$ cat src/rtl/llc_lookup_pkg.sv
// Shared widths, coherence-state encoding, decoder flag positions and the
// pipeline payload layouts of the LLC tag-lookup stage.
package llc_lookup_pkg;

    localparam int WAYS       = 16;
    localparam int WAY_BITS   = 4;
    localparam int TAG_BITS   = 14;
    localparam int STATE_BITS = 3;
    localparam int SET_BITS   = 9;
    localparam int FLAG_BITS  = 7;

    localparam logic [STATE_BITS-1:0] INVALID = '0;

    // Decoder flags arrive MSB first: {rst_resume, flush_resume, req_resume,
    // rst_get, req_get, rsp_get, dma_req_get}.
    localparam int FLAG_RST_RESUME   = 6;
    localparam int FLAG_FLUSH_RESUME = 5;
    localparam int FLAG_REQ_RESUME   = 4;
    localparam int FLAG_RST_GET      = 3;
    localparam int FLAG_REQ_GET      = 2;
    localparam int FLAG_RSP_GET      = 1;
    localparam int FLAG_DMA_REQ_GET  = 0;

    typedef struct packed {
        logic [SET_BITS-1:0]  set_idx;
        logic [TAG_BITS-1:0]  tag;
        logic [FLAG_BITS-1:0] flags;
        logic [WAYS-1:0]      hit_vec;
        logic [WAYS-1:0]      inv_vec;
        logic [WAY_BITS-1:0]  evict_way;
    } s1_payload_t;

    typedef struct packed {
        logic [SET_BITS-1:0]  set_idx;
        logic [TAG_BITS-1:0]  tag;
        logic [FLAG_BITS-1:0] flags;
        logic                 hit;
        logic [WAY_BITS-1:0]  way;
        logic                 evict;
        logic                 empty_found;
    } s2_payload_t;

    function automatic logic is_bypass(input logic [FLAG_BITS-1:0] flags);
        return flags[FLAG_RST_RESUME] | flags[FLAG_FLUSH_RESUME];
    endfunction

endpackage

$ cat src/rtl/llc_lookup_stage_if.sv
// Upstream (mem-lookup packet) and downstream (lookup-to-process) handshake
// bundle of the lookup stage.
interface llc_lookup_stage_if;
    import llc_lookup_pkg::*;

    logic                       in_valid;
    logic                       in_ready;
    logic [SET_BITS-1:0]        in_set;
    logic [TAG_BITS-1:0]        in_tag;
    logic [WAYS*TAG_BITS-1:0]   in_tags;
    logic [WAYS*STATE_BITS-1:0] in_states;
    logic [WAY_BITS-1:0]        in_evict_way;
    logic [FLAG_BITS-1:0]       in_flags;

    logic                       out_valid;
    logic                       out_ready;
    logic [SET_BITS-1:0]        out_set;
    logic [TAG_BITS-1:0]        out_tag;
    logic [FLAG_BITS-1:0]       out_flags;
    logic                       out_hit;
    logic [WAY_BITS-1:0]        out_way;
    logic                       out_evict;
    logic                       out_empty_found;

    modport master (
        output in_valid, in_set, in_tag, in_tags, in_states, in_evict_way, in_flags,
        output out_ready,
        input  in_ready,
        input  out_valid, out_set, out_tag, out_flags, out_hit, out_way, out_evict,
        input  out_empty_found
    );

    modport slave (
        input  in_valid, in_set, in_tag, in_tags, in_states, in_evict_way, in_flags,
        input  out_ready,
        output in_ready,
        output out_valid, out_set, out_tag, out_flags, out_hit, out_way, out_evict,
        output out_empty_found
    );

endinterface

$ cat src/rtl/llc_rr_way_select.sv
// Round-robin way search: first set bit of vec_i scanning from start_i upward,
// wrapping modulo WAYS.
module llc_rr_way_select
    import llc_lookup_pkg::*;
(
    input  logic [WAYS-1:0]     vec_i,
    input  logic [WAY_BITS-1:0] start_i,
    output logic                found_o,
    output logic [WAY_BITS-1:0] way_o
);

    logic [WAYS-1:0]     rot;
    logic [WAY_BITS-1:0] offset;

    // rot[k] is way (start + k) mod WAYS; the WAY_BITS-wide add gives the wrap.
    genvar gi;
    generate
        for (gi = 0; gi < WAYS; gi++) begin : g_rot
            logic [WAY_BITS-1:0] idx;
            assign idx     = start_i + WAY_BITS'(gi);
            assign rot[gi] = vec_i[idx];
        end
    endgenerate

    always_comb begin
        offset = '0;
        for (int k = WAYS - 1; k >= 0; k--) begin
            if (rot[k]) begin
                offset = WAY_BITS'(k);
            end
        end
    end

    assign found_o = |rot;
    assign way_o   = start_i + offset;

endmodule

$ cat src/rtl/llc_lookup_stage.sv
// Two-register LLC tag lookup: S1 compares tags/states, S2 picks the hit,
// empty or victim way, with valid/ready flow control on both sides.
module llc_lookup_stage
    import llc_lookup_pkg::*;
(
    input  logic                 clk,
    input  logic                 rst,
    llc_lookup_stage_if.slave    bus,
    output logic [15:0]          lookups_cnt
);

    s1_payload_t s1_q, s1_d;
    s2_payload_t s2_q, s2_d;
    logic        s1_valid_q, s1_valid_d;
    logic        s2_valid_q, s2_valid_d;
    logic [15:0] cnt_q;

    logic s2_adv, s1_adv, in_fire, out_fire;

    assign s2_adv      = !s2_valid_q || bus.out_ready;
    assign s1_adv      = s1_valid_q && s2_adv;
    assign bus.in_ready = !s1_valid_q || s2_adv;
    assign in_fire     = bus.in_valid && bus.in_ready;
    assign out_fire    = s2_valid_q && bus.out_ready;

    // S1: per-way match and invalid vectors.
    logic [WAYS-1:0] hit_vec, inv_vec;

    genvar gi;
    generate
        for (gi = 0; gi < WAYS; gi++) begin : g_way
            logic [TAG_BITS-1:0]   way_tag;
            logic [STATE_BITS-1:0] way_state;
            assign way_tag     = bus.in_tags[gi*TAG_BITS +: TAG_BITS];
            assign way_state   = bus.in_states[gi*STATE_BITS +: STATE_BITS];
            assign inv_vec[gi] = (way_state == INVALID);
            assign hit_vec[gi] = (way_tag == bus.in_tag) && !inv_vec[gi];
        end
    endgenerate

    always_comb begin
        s1_d           = '0;
        s1_d.set_idx   = bus.in_set;
        s1_d.tag       = bus.in_tag;
        s1_d.flags     = bus.in_flags;
        s1_d.hit_vec   = hit_vec;
        s1_d.inv_vec   = inv_vec;
        s1_d.evict_way = bus.in_evict_way;
    end

    // S2: way selection from the registered vectors.
    logic                inv_found;
    logic [WAY_BITS-1:0] inv_way;
    logic [WAY_BITS-1:0] hit_way;

    llc_rr_way_select u_inv_sel (
        .vec_i   (s1_q.inv_vec),
        .start_i (s1_q.evict_way),
        .found_o (inv_found),
        .way_o   (inv_way)
    );

    always_comb begin
        hit_way = '0;
        for (int i = WAYS - 1; i >= 0; i--) begin
            if (s1_q.hit_vec[i]) begin
                hit_way = WAY_BITS'(i);
            end
        end
    end

    always_comb begin
        s2_d         = '0;
        s2_d.set_idx = s1_q.set_idx;
        s2_d.tag     = s1_q.tag;
        s2_d.flags   = s1_q.flags;
        if (is_bypass(s1_q.flags)) begin
            s2_d.way = '0;
        end else if (|s1_q.hit_vec) begin
            s2_d.hit = 1'b1;
            s2_d.way = hit_way;
        end else if (inv_found) begin
            s2_d.way         = inv_way;
            s2_d.empty_found = 1'b1;
        end else begin
            s2_d.way   = s1_q.evict_way;
            s2_d.evict = 1'b1;
        end
    end

    always_comb begin
        s1_valid_d = s1_valid_q;
        if (in_fire) begin
            s1_valid_d = 1'b1;
        end else if (s1_adv) begin
            s1_valid_d = 1'b0;
        end
        s2_valid_d = s2_valid_q;
        if (s1_adv) begin
            s2_valid_d = 1'b1;
        end else if (s2_adv) begin
            s2_valid_d = 1'b0;
        end
    end

    always_ff @(posedge clk) begin
        if (rst) begin
            s1_valid_q <= 1'b0;
            s2_valid_q <= 1'b0;
            s1_q       <= '0;
            s2_q       <= '0;
            cnt_q      <= '0;
        end else begin
            s1_valid_q <= s1_valid_d;
            s2_valid_q <= s2_valid_d;
            if (in_fire) begin
                s1_q <= s1_d;
            end
            if (s1_adv) begin
                s2_q <= s2_d;
            end
            if (out_fire) begin
                cnt_q <= cnt_q + 16'd1;
            end
        end
    end

    // Tags within a set are unique, so two matching valid ways means corruption upstream.
    always_ff @(posedge clk) begin
        if (!rst && s1_valid_q) begin
            assert ($onehot0(s1_q.hit_vec))
                else $error("llc_lookup_stage: multiple ways hit");
        end
    end

    assign bus.out_valid       = s2_valid_q;
    assign bus.out_set         = s2_q.set_idx;
    assign bus.out_tag         = s2_q.tag;
    assign bus.out_flags       = s2_q.flags;
    assign bus.out_hit         = s2_q.hit;
    assign bus.out_way         = s2_q.way;
    assign bus.out_evict       = s2_q.evict;
    assign bus.out_empty_found = s2_q.empty_found;
    assign lookups_cnt         = cnt_q;

endmodule

$ cat src/flat_wrapper.sv
// flat-port wrapper written by rule: the top's interface ports become plain ports
module llc_lookup_stage_flat import llc_lookup_pkg::*;
  (clk, rst, lookups_cnt, bus_in_valid, bus_in_set, bus_in_tag, bus_in_tags, bus_in_states, bus_in_evict_way, bus_in_flags, bus_out_ready, bus_in_ready, bus_out_valid, bus_out_set, bus_out_tag, bus_out_flags, bus_out_hit, bus_out_way, bus_out_evict, bus_out_empty_found);
  llc_lookup_stage_if bus_i ();
  input  logic clk;
  input  logic rst;
  output logic [15:0] lookups_cnt;
  input wire logic [$bits(bus_i.in_valid)-1:0] bus_in_valid;
  input wire logic [$bits(bus_i.in_set)-1:0] bus_in_set;
  input wire logic [$bits(bus_i.in_tag)-1:0] bus_in_tag;
  input wire logic [$bits(bus_i.in_tags)-1:0] bus_in_tags;
  input wire logic [$bits(bus_i.in_states)-1:0] bus_in_states;
  input wire logic [$bits(bus_i.in_evict_way)-1:0] bus_in_evict_way;
  input wire logic [$bits(bus_i.in_flags)-1:0] bus_in_flags;
  input wire logic [$bits(bus_i.out_ready)-1:0] bus_out_ready;
  output wire logic [$bits(bus_i.in_ready)-1:0] bus_in_ready;
  output wire logic [$bits(bus_i.out_valid)-1:0] bus_out_valid;
  output wire logic [$bits(bus_i.out_set)-1:0] bus_out_set;
  output wire logic [$bits(bus_i.out_tag)-1:0] bus_out_tag;
  output wire logic [$bits(bus_i.out_flags)-1:0] bus_out_flags;
  output wire logic [$bits(bus_i.out_hit)-1:0] bus_out_hit;
  output wire logic [$bits(bus_i.out_way)-1:0] bus_out_way;
  output wire logic [$bits(bus_i.out_evict)-1:0] bus_out_evict;
  output wire logic [$bits(bus_i.out_empty_found)-1:0] bus_out_empty_found;
  assign bus_i.in_valid = bus_in_valid;
  assign bus_i.in_set = bus_in_set;
  assign bus_i.in_tag = bus_in_tag;
  assign bus_i.in_tags = bus_in_tags;
  assign bus_i.in_states = bus_in_states;
  assign bus_i.in_evict_way = bus_in_evict_way;
  assign bus_i.in_flags = bus_in_flags;
  assign bus_i.out_ready = bus_out_ready;
  assign bus_in_ready = bus_i.in_ready;
  assign bus_out_valid = bus_i.out_valid;
  assign bus_out_set = bus_i.out_set;
  assign bus_out_tag = bus_i.out_tag;
  assign bus_out_flags = bus_i.out_flags;
  assign bus_out_hit = bus_i.out_hit;
  assign bus_out_way = bus_i.out_way;
  assign bus_out_evict = bus_i.out_evict;
  assign bus_out_empty_found = bus_i.out_empty_found;
  llc_lookup_stage u_core (.clk(clk), .rst(rst), .bus(bus_i), .lookups_cnt(lookups_cnt));
endmodule
$ cat config.mk
export PLATFORM = sky130hd
export DESIGN_NAME = llc_lookup_stage_flat
export DESIGN_NICKNAME = d
export VERILOG_FILES = /design/src/rtl/llc_lookup_pkg.sv /design/src/rtl/llc_lookup_stage_if.sv /design/src/rtl/llc_rr_way_select.sv /design/src/rtl/llc_lookup_stage.sv /design/src/flat_wrapper.sv
export SDC_FILE = /design/constraint.sdc
export NUM_CORES = 1
export LEC_CHECK = 0
export CAP_MARGIN = 20
export CORE_ASPECT_RATIO = 1.2
export CORE_UTILIZATION = 23
export DETAILED_ROUTE_END_ITERATION = 6
export DONT_BUFFER_PORTS = 1
export SETUP_SLACK_MARGIN = 0.3
export SYNTH_ARGS = -nofsm -noshare
export SYNTH_HDL_FRONTEND = slang
export SYNTH_SLANG_ARGS = --single-unit
$ cat constraint.sdc
create_clock -name clk -period 4.4 [get_ports clk]
set_input_delay 0.88 -clock clk [delete_from_list [all_inputs] [get_ports clk]]
set_output_delay 0.88 -clock clk [all_outputs]
set_load 0.01 [all_outputs]
==> summary.txt, run 1 <==
Yosys
  • Area leader, netlist: dfxtp_1
  • Sequential fraction of the synthesis area: 0.289
  • Ys flop type: dfxtp_1
  • Synth unique cells: 44
  • Synthesized area per cell: 8.29 µm²
  • Synthesis-stage register bit count: 121
  • Post-synth EDFFs: 0
  • Syn Std Cell Area: 8390 µm²
  • Post-synth ARST share: 0
  • Ys Warns: 0
  • Top cells by area, synth: dfxtp_1 (29%), xnor2_1 (16%), xor2_1 (9.7%)
  • Yosys top cell area share: 0.289
  • Cells after Synth: 1013
  • Post-Syn Nets: 1335

Drt
  • Highest Signal Layer: met4
  • Routed met1 length: 13700 µm
  • Via count: 7454
  • DRC violations left: 0
  • Post-route ant nets: 0
  • Drt initial violations: 551
  • 1st-pass router iterations: 5
  • Wire length on met3: 2250 µm
  • Routed wire length: 34100 µm
  • Via density: 5.11
  • WL met2: 17300 µm
  • DR WL/cell: 23.4 µm

Critical path
  • Setup crit end kind: flop
  • Worst Path Max Fanout: 7
  • Critical path class: flop to flop
  • Top delay family on crit path: compound AO/OA/AOI/OAI gates
  • Reg2Reg Depth: 16
  • Slowest stage delay, CP: 0.54 ns
  • Bufs and invs on worst path: 1
  • Slowest stage cell, crit path: mux4_2
  • Worst setup SP type: flop
  • Arrival time worst endpoint: 4.21 ns
  • Worst EP required: 4.75 ns
  • Sequence of cells on the critical path: inv_1 > ha_4 > mux4_2 > mux4_2 > nor2_1 > a211oi_1 > nor3_1 > nor3_1 > o31a_1 > ha_1 > a21o_1 > a21oi_2 > a21oi_1 > a21oi_1 > xor2_1 > a211oi_1
  • CP Depth: 16

Timing
  • Final Hold Violating Endpoints: 0
  • Max Slew Vio Count: 0
  • Skew final: 0.00957 ns
  • RSZ-0062 raised after global routing: false
  • Final worst slack: 0.545 ns
  • Slew @ Worst Pin: 0.999 ns
  • Fmax: 259 MHz
  • WHS: 0.448 ns
  • # setup viols final: 0
  • Setup TNS: 0 ns
  • Fin crit share: 0.876
  • Final min period: 3.86 ns
  • Slew headroom: 0.328

Cells and area
  • Multi-input gate area: 5680 µm²
  • Commonest non-fill, non-tap cells in the layout: nand2_1 (193), xnor2_1 (150), dfxtp_1 (120), a21oi_1 (114), xor2_1 (93)
  • Final nets: 1301
  • # fillers: 3922
  • Area Growth Syn to Fin: 12.7%
  • Share of layout cells above drive strength 1: 0.0938
  • Diodes inserted: 0
  • Most common cell after layout, fill and taps aside: nand2_1
  • Post-Layout Cell Count: 1460
  • Register area: 2420 µm²

Run
  • Max Cap Violations: 0

Die
  • Die area: 37300 µm²
  • I/O Pins: 365
  • Die height: 211 µm
  • Core ar.: 35900 µm²
  • Initial Util: 0.234
  • Die width: 176 µm
  • Rows: 76

CTS
  • CTS Buf Count: 17
  • CTS tree: done
  • H-tree levels: 4
  • Clock transition at path regs: 0.06 ns
  • Root Buffer: clkbuf_16
  • Sink Count: 121
  • Longest Clk Path Bufs: 2
  • Worst-Skew Late Latency: 0.44 ns
  • Hold buffers post-CTS: 0

GRT
  • Pin count of the biggest net entering global routing: 122
  • Vias in the first global route: 7300
  • Remaining global-route overflow: 0
  • GR Util All Layers: 0.180
  • Initial antenna violation count: 0
  • First-pass GRT wire length: 48000 µm

Run status
  • Status: completed

Placed design
  • Post-Place Cells: 1425
  • # port buffers: 0
  • Pre-CTS setup slack: 0.349 ns
  • GPL Wtd Cong: 0.956
  • Post-DP HPWL: 26700 µm

Hold path
  • Hold Crit Depth: 2
  • Type of the most critical hold path: flop to flop

Power
  • LEAKAGE: 3.07 nW
  • Power per cell area: 328 nW/µm²
  • Maximum vdd drop: 0.271 mV
==> timing repair <==
item                                    in CTS  in global routing
endpoints found under the setup margin       0                  2
gates resized for setup                      0                  5
hold endpoints to repair                     0                  0
setup buffers                                0                  3
==> report_power, final <==
part           total (mW)  leakage (nW)  switching [mW]  internal, mW
clock                1.42         0.291           0.613         0.808
sequential           1.17         0.984          0.0364          1.13
combinational       0.514          1.80           0.261         0.253
total                3.10          3.07           0.911          2.19
==> final timing paths <==
check                        from                       to  slack, ns
hold reg to reg   u_core.s1_q[38]  u_core.bus.out_flags[2]       0.45
hold / removal    u_core.s1_q[38]  u_core.bus.out_flags[2]       0.45
setup / recovery   u_core.s1_q[1]    u_core.bus.out_way[3]       0.54
setup reg to reg   u_core.s1_q[1]    u_core.bus.out_way[3]       0.54
==> cell type report <==
cell class              count  share of cell area
clock buffers              17              0.0450
clock inverters            15              0.0184
well taps                 468              0.0619
inverters                  11             0.00436
repair buffers             17              0.0135
flip-flops and latches    121               0.256
multi-input cells         811               0.601
==> through the flow <==
stage               instance area (µm²)  total power, mW  utilization
floorplan                          8400             1.63            -
global placement                   8810             1.69        0.245
detailed placement                 8810             1.70        0.245
CTS                                9410             3.14        0.262
global route                       9460             3.25        0.263
finish                             9460             3.10        0.263
==> sequential cells by signal, indices dropped and copies added (netlist names) <==
signal                      cells
u_core.lookups_cnt             16
u_core.bus.out_set              9
u_core.bus.out_hit              1
u_core.bus.out_way              4
u_core.bus.out_valid            1
u_core.bus.out_flags            7
u_core.s1_valid_q               1
u_core.bus.out_evict            1
u_core.bus.out_empty_found      1
u_core.s1_q                    66
u_core.bus.out_tag             14
==> cell usage after synthesis (6+ instances only) <==
| library cell | instances |
|---|---|
| xor2_1 | 93 |
| a21oi_1 | 115 |
| mux2i_1 | 17 |
| clkbuf_1 | 55 |
| nand4_1 | 52 |
| dfxtp_1 | 121 |
| or3_1 | 6 |
| ha_1 | 11 |
| inv_1 | 10 |
| nor3_1 | 26 |
| mux4_2 | 28 |
| buf_1 | 8 |
| xnor2_1 | 151 |
| nor4_1 | 33 |
| o21ai_0 | 6 |
| nor2_1 | 32 |
| nand2_1 | 194 |
==> layer usage <==
metal / vias to the layer above / global-route usage
met5: - / 0
met4: 0 / 0.0675
met3: 48 / 0.0409
met2: 357 / 0.318
met1: 3624 / 0.211
li1: 3425 / -
==> cell families (layout without fill, tap and decap cells) <==
logic type	after synthesis	count (layout)	share of synthesized area
AOI/OAI and AO/OA	144	144	0.0929
xor gates and xnor gates	244	244	0.255
adders and majority gates	12	12	0.0188
DFF	121	121	0.289
and+or+nand+nor	366	366	0.210
buffers and inverters	81	60	0.0395
muxes	45	45	0.0954
==> tightest hold or removal path, cell delays in order, from the launching register on <==
cell     delay (ns)
dfxtp_1        0.31
nand2_1        0.05
a21oi_1        0.05
(Power assumes the default switching activity.)
==> run 2, diff against run 1 <==
--- a/config.mk
+++ b/config.mk
@@ -6,7 +6,8 @@
 export NUM_CORES = 1
 export LEC_CHECK = 0
 export CAP_MARGIN = 20
-export CORE_ASPECT_RATIO = 1.2
+export CORE_ASPECT_RATIO = 1.75
+export CORE_MARGIN = 2
 export CORE_UTILIZATION = 23
 export DETAILED_ROUTE_END_ITERATION = 6
 export DONT_BUFFER_PORTS = 1
==> summary.txt, run 2 (synthesis results as in run 1) <==
Drt
  • Via count: 7324
  • Via density: 5.01
  • Drt initial violations: 423
  • DRC violations left: 0
  • Post-route ant nets: 0
  • DR WL/cell: 22.9 µm
  • Routed wire length: 33500 µm
  • 1st-pass router iterations: 6

Timing
  • RSZ-0062 raised after global routing: false
  • Final min period: 3.84 ns
  • Final Hold Violating Endpoints: 0
  • Fin crit share: 0.873
  • Setup TNS: 0 ns
  • # setup viols final: 0
  • Skew final: 0.00583 ns
  • Slew headroom: 0.288
  • Fmax: 260 MHz
  • Max Slew Vio Count: 0
  • Slew @ Worst Pin: 1.06 ns
  • WHS: 0.445 ns

CTS
  • Root Buffer: clkbuf_16
  • Longest Clk Path Bufs: 2
  • Worst-Skew Late Latency: 0.43 ns
  • Hold buffers post-CTS: 0
  • CTS tree: done
  • CTS Buf Count: 17
  • Clock transition at path regs: 0.06 ns
  • H-tree levels: 4
  • Sink Count: 121

GRT
  • Initial antenna violation count: 1
  • Remaining global-route overflow: 0
  • Vias in the first global route: 7354
  • First-pass GRT wire length: 47700 µm
  • GR Util All Layers: 0.172
  • Pin count of the biggest net entering global routing: 122

Cells and area
  • Area Growth Syn to Fin: 13.1%
  • Commonest non-fill, non-tap cells in the layout: nand2_1 (193), xnor2_1 (149), dfxtp_1 (118), a21oi_1 (114), xor2_1 (92)
  • Final Core Density: 0.263
  • Share of layout cells above drive strength 1: 0.0968
  • Top reg by flops: u_core.s1_q
  • Final nets: 1301
  • Post-Layout Cell Count: 1463
  • Most common cell after layout, fill and taps aside: nand2_1
  • Max FFs per register: 66

Critical path
  • Reg2Reg Depth: 13
  • Setup crit end kind: flop
  • Bufs and invs on worst path: 2
  • Worst R2R Setup Slack: 0.56 ns
  • Slowest stage delay, CP: 0.55 ns
  • Arrival time worst endpoint: 4.16 ns
  • Sequence of cells on the critical path: inv_4 > ha_4 > mux4_2 > mux4_2 > nor2_2 > a211oi_1 > nor3_1 > nor3_1 > o31a_1 > buf_4 > fa_1 > a211o_1 > a32o_1
  • Worst flop-to-flop path startpoint: u_core.s1_q[0]
  • Worst setup SP type: flop
  • Critical R2R Capture: u_core.bus.out_way[1]
  • Worst EP required: 4.72 ns
  • Slowest stage cell, crit path: mux4_2
  • Worst Path Max Fanout: 6
  • Top delay family on crit path: multiplexers
  • Critical path class: flop to flop
  • Crit. Startpoint: u_core.s1_q[0]

Placed design
  • GPL Wtd Cong: 0.924
  • Post-Place Cells: 1426
  • # port buffers: 0
  • Post-DP HPWL: 26800 µm

Die
  • Rows: 92
  • Die height: 257 µm
  • Initial Util: 0.233
  • I/O Pins: 365
  • Die width: 148 µm
  • Core ar.: 36000 µm²
  • Die area: 38100 µm²

Power
  • Maximum vdd drop: 0.178 mV
  • Clk pwr share: 0.462
  • Switching power: 890 µW
  • Power per cell area: 330 nW/µm²
  • Sw Ratio: 0.284
  • Internal: 2.24 mW
  • Comb pwr share: 0.164
  • Part of the power in registers: 0.374
  • LEAKAGE: 3.08 nW
  • Post-layout power: 3.13 mW

Run status
  • Status: completed

Hold path
  • Hold path start: u_core.s1_q[37]
  • Hold path endpoint: u_core.bus.out_flags[1]
  • Type of the most critical hold path: flop to flop
  • Hold Crit Depth: 2

Run
  • Max Cap Violations: 0
==> run 2: cell count changes in the layout (fill, tap and decap cells not counted), moves of 2 or more <==
cell      before  now
buf_4         17   15
clkinv_4       2    4
clkinv_8       2    0
dfxtp_1      120  118
dfxtp_2        1    3
inv_6          6    2
==> run 2: worst max-delay path by stage <==
stage / cells past startpoint / slack, ns / to
finish: 13 / 0.56 / u_core.bus.out_way[1]
detailed placement: 16 / 0.33 / u_core.bus.out_way[3]
CTS: 16 / 0.31 / u_core.bus.out_way[3]
global route: 16 / 0.31 / u_core.bus.out_way[3]
floorplan: 19 / 0.33 / u_core.bus.out_way[3]
global placement: 16 / 0.35 / u_core.bus.out_way[3]
==> run 2: final cells by class <==
| type | count | area [µm²] |
|---|---|---|
| fillers | 3907 | 26500 |
| inverters | 11 | 43.8 |
| flip-flops and latches | 121 | 2430 |
| clock inverters | 14 | 166 |
| multi-input cells | 811 | 5690 |
| repair buffers | 17 | 144 |
| well taps | 470 | 588 |
| diodes | 1 | 2.50 |
| clock buffers | 18 | 429 |
==> run 2: worst min-delay path: stages, from the launching register on <==
cell and delay [ns]:
dfxtp_1 0.31, nand2_1 0.05, a21oi_1 0.05
==> run 2: what timing repair did <==
action                     in CTS  in global routing
hold endpoints to repair        0                  0
setup endpoints to repair       0                  3
gates resized for setup         0                 13
setup buffers                   0                  4
==> run 2: metal layers <==
layer,track usage,part of all wire,vias to the layer above
met5,0,0,-
met3,0.0329,0.053,78
met4,0.0989,0.057,0
met2,0.315,0.53,319
li1,-,-,3414
met1,0.182,0.36,3513
==> run 2: per-stage QoR <==
step	setup slack [ns]	area (µm²)
detailed placement	0.326	8800
finish	0.559	9490
global placement	0.346	8800
floorplan	0.331	8400
global route	0.311	9490
CTS	0.309	9390
==> run 2: power by group through the flow <==
stage	sequential, mW	combinational [mW]	clock [mW]
after floorplan	1.18	0.456	0
after global placement	1.19	0.489	0
after detailed placement	1.19	0.496	0
after CTS	1.17	0.499	1.49
after global routing	1.17	0.568	1.53
final	1.17	0.514	1.45
